## src/rtl/serial_subtractor.sv

```systemverilog
// Bit-serial unsigned subtractor: one difference bit per cycle, LSB first.
// A WIDTH-bit subtraction takes WIDTH RUN cycles followed by a one-cycle DONE pulse.
module serial_subtractor #(
    parameter int WIDTH = 8
) (
    input  logic             clk,
    input  logic             rst_n,
    input  logic             start,
    input  logic [WIDTH-1:0] a,
    input  logic [WIDTH-1:0] b,
    output logic             busy,
    output logic             done,
    output logic [WIDTH-1:0] d,
    output logic             bo
);

    // One extra bit so the counter can represent WIDTH itself (32 needs 6 bits).
    localparam int CNT_W = $clog2(WIDTH + 1);
    localparam logic [CNT_W-1:0] LAST = CNT_W'(WIDTH - 1);

    typedef enum logic [1:0] {
        IDLE,
        RUN,
        DONE
    } state_t;

    state_t           state;
    logic [WIDTH-1:0] a_sr;
    logic [WIDTH-1:0] b_sr;
    logic [WIDTH-1:0] r_sr;
    logic [WIDTH-1:0] r_next;
    logic             br;
    logic [CNT_W-1:0] cnt;
    logic [1:0]       step;

    // Full-subtractor cell: returns {borrow_out, diff}.
    function automatic logic [1:0] sub_bit(input logic ai, input logic bi, input logic bin);
        logic diff;
        logic bout;
        diff = ai ^ bi ^ bin;
        bout = (~ai & bi) | (~(ai ^ bi) & bin);
        return {bout, diff};
    endfunction

    assign step = sub_bit(a_sr[0], b_sr[0], br);

    // New difference bit enters at the MSB; after WIDTH shifts bit 0 sits at position 0.
    always_comb begin
        r_next            = r_sr >> 1;
        r_next[WIDTH-1]   = step[0];
    end

    always_ff @(posedge clk) begin
        if (!rst_n) begin
            state <= IDLE;
            busy  <= 1'b0;
            done  <= 1'b0;
            d     <= '0;
            bo    <= 1'b0;
            a_sr  <= '0;
            b_sr  <= '0;
            r_sr  <= '0;
            br    <= 1'b0;
            cnt   <= '0;
        end else begin
            case (state)
                IDLE: begin
                    done <= 1'b0;
                    if (start) begin
                        a_sr  <= a;
                        b_sr  <= b;
                        r_sr  <= '0;
                        br    <= 1'b0;
                        cnt   <= '0;
                        busy  <= 1'b1;
                        state <= RUN;
                    end
                end

                RUN: begin
                    a_sr <= a_sr >> 1;
                    b_sr <= b_sr >> 1;
                    br   <= step[1];
                    r_sr <= r_next;
                    cnt  <= cnt + 1'b1;
                    if (cnt == LAST) begin
                        d     <= r_next;
                        bo    <= step[1];
                        busy  <= 1'b0;
                        done  <= 1'b1;
                        state <= DONE;
                    end
                end

                DONE: begin
                    done <= 1'b0;
                    if (start) begin
                        a_sr  <= a;
                        b_sr  <= b;
                        r_sr  <= '0;
                        br    <= 1'b0;
                        cnt   <= '0;
                        busy  <= 1'b1;
                        state <= RUN;
                    end else begin
                        state <= IDLE;
                    end
                end

                default: begin
                    busy  <= 1'b0;
                    done  <= 1'b0;
                    state <= IDLE;
                end
            endcase
        end
    end

endmodule

```

## config.mk

```make
export PLATFORM = sky130hd
export DESIGN_NAME = serial_subtractor
export DESIGN_NICKNAME = d
export VERILOG_FILES = /design/src/rtl/serial_subtractor.sv
export SDC_FILE = /design/constraint.sdc
export NUM_CORES = 1
export LEC_CHECK = 0
export CORE_AREA = 2 2 98 76
export CTS_CLUSTER_DIAMETER = 100
export DETAILED_ROUTE_END_ITERATION = 7
export DIE_AREA = 0 0 100 78
export SLEW_MARGIN = 20
export SYNTH_ARGS = -nofsm -noshare
export SYNTH_HDL_FRONTEND = slang
export SYNTH_SLANG_ARGS = --single-unit
```

## constraint.sdc

```tcl
create_clock -name clk -period 1.7 [get_ports clk]
set_input_delay 0.17 -clock clk [delete_from_list [all_inputs] [get_ports clk]]
set_output_delay 0.17 -clock clk [all_outputs]
set_load 0.03 [all_outputs]
```

==> qor.txt <==
status: finished clean
slowest stage cell, crit path: clkdlybuf4s50_1
cell taking the most area after synthesis: dfxtp_1
die area: 0.00780 mm²
crit path DAT: 1.33 ns
Nets: 258
Area Overhead vs Synth: 26.6%
Ant. Diodes: 0
final period utilization: 88.0%
syn avg cell area: 9.74 µm²
Slew HR: 79.0%
final WL: 4020 µm
Initial DRT Pass Iterations: 4
Vias/cell: 4.65
critical-path maximum fanout: 3
sequence of cells on the critical path: clkdlybuf4s50_1
Synth area leaders: dfxtp_1 41%, mux2i_1 12%, o211a_1 7.0%
Max clock buf depth: 2
Initial Util: 29.7%
cts repair resizes: 0
Synth warnings: 0
pin count of the biggest net entering global routing: 52
synthesized net count: 227
largest family of logic cells by synthesized area: simple AND/OR/NAND/NOR gates
Synth Flop Type: dfxtp_1
Synth Area in Adders: 1.62%
Port-buffer cells: 29
clk root buf: clkbuf_8
mux cell area share after synthesis: 17.0%
layout cells sized above 1: 14.3%
gpl congestion: 0.688
Worst-path clk slew: 0.08 ns
Netlist Area Pre-Place: 0.00201 mm²
critical path endpoint category: output pin
crit path kind: reg2out
Ports: 30
worst vdd ir: 305 µV
Fin. Hold Viols: 0
Netlist cell types: 34
filler cell count: 703
vias in the first global route: 1374
Seq/Total Area, Yosys: 40.9%
Post-synth EDFFs: 0
fin crit period: 1.50 ns
maxcap violations: 0
Leak: 0.000994 µW
post-route ant nets: 0
ys async rst share: 0%
CORE AREA: 0.00677 mm²
fmax: 668 MHz
gr usage total: 10.7%
most frequent cell after synthesis: dfxtp_1
Yosys reg bits: 41
Iter 0 DRT Violations: 66
CP required: 1.53 ns
final setup vio count: 0
CTS tree: done
Final Slew Violations: 0
row count: 26
Hold Crit Class: reg2reg
DRC violations left: 0
clk_skew: 0.0107 ns
Synth Area in XOR/XNOR: 0.436%
Hold Worst Slack: 0.445 ns
CP bufs+invs: 1
Crit path largest cell delay: 0.68 ns
CTS Buf Count: 5
setup_tns: 0 ns
Hold Buf Count CTS: 0
wire per inst: 12.5 µm
routed vias: 1497
CP Launch Type: flip-flop
Die H: 78 µm
power per cell area: 856 mW/mm²
grt total ovfl: 0
synth cell count leaders: 41 x dfxtp_1, 25 x mux2i_1, 18 x nand2_1
hpwl dp: 2720 µm
simple-gate share of the synthesized area: 18.6%
initial antenna violation count: 0
compound-gate portion of the synthesized area: 15.6%
H-tree levels: 2
family with the most delay on the worst path: buffers and inverters
post-synthesis cell count: 206
Worst-Skew Late Latency: 0.30 ns
RSZ-0062 raised after global routing: false
DIE WIDTH: 100 µm
first-pass GRT wire length: 6590 µm
postcts setup bufs: 0
share of the synthesized area in the top cell type: 40.9%
Tightest Pin Transition: 0.314 ns
CTS sink cnt: 41
metrics by stage:
stage | power, µW | utilization, % | setup slack, ns | area (µm²) | std cells
2_1_floorplan | 1270 | - | 0.340 | 2010 | 206
3_3_place_gp | 1370 | 35.8 | 0.258 | 2420 | 314
3_5_place_dp | 1370 | 35.8 | 0.241 | 2420 | 314
4_1_cts | 2200 | 37.5 | 0.195 | 2540 | 322
5_1_grt | 2280 | 37.5 | 0.139 | 2540 | 322
6_report | 2170 | 37.5 | 0.204 | 2540 | 322
logic make-up after synthesis:
logic type               count (synthesis)
buffers and inverters                   22
AO/OA/AOI/OAI                           46
XOR/XNOR                                 1
flip-flops                              41
AND/OR/NAND/NOR                         61
multiplexers                            33
adder cells (fa/ha/maj)                  2
state kept, by name (all words and copies together) (netlist names):
signal  flops
done        1
state       2
d           8
bo          1
b_sr        8
busy        1
a_sr        8
br          1
cnt         4
r_sr        7
power by group:
group,switching (µW),internal [µW]
logic,135,165
registers,35.5,1010
clock network,351,478
worst paths after layout:
path              start  cells past startpoint  slack, ns      end
hold / removal     done                      2       0.45     done
setup / recovery   busy                      1       0.20     busy
hold reg to reg    done                      2       0.45     done
setup reg to reg     br                      5       0.30  r_sr[7]
placed cells by master (no fill, tap or decap), types with 2 or more instances in the layout:
master            n
dfxtp_1          40
clkdlybuf4s50_1  29
mux2i_1          25
nand2_1          18
o21ai_0          16
o211a_1          14
buf_4            13
nor3b_1          12
a21oi_1          11
nor2b_1          11
mux2_2            8
clkbuf_8          6
nand2b_1          4
inv_1             3
nand3b_1          3
nor2b_4           2
nand3_1           2
and2_1            2
cell type report:
cell class / count / area (µm²) / share of cell area, %
Clock buffer: 6 / 82.6 / 3.25
Multi-Input combinational cell: 143 / 1070 / 42.3
Tap cell: 84 / 105 / 4.14
Clock inverter: 2 / 37.5 / 1.48
Sequential cell: 41 / 822 / 32.4
Inverter: 3 / 11.3 / 0.443
Timing Repair Buffer: 43 / 408 / 16.1
worst register-to-register path: cells and delay by family (launching register included):
kind	cells	cell delay [ns]
AO/OA/AOI/OAI	1	0.13
adder cells (fa/ha/maj)	1	0.44
buffers and inverters	1	0.05
flip-flops	1	0.35
multiplexers	1	0.27
AND/OR/NAND/NOR	1	0.05
layer usage:
layer | vias up | wire length (µm) | track usage (%)
met5 | - | 0 | 0
met4 | 0 | 70 | 4.11
met3 | 9 | 99 | 3.24
met2 | 20 | 1580 | 15.1
met1 | 682 | 2280 | 15.3
li1 | 786 | - | -
Note: power is estimated with default switching activity, not from simulation.
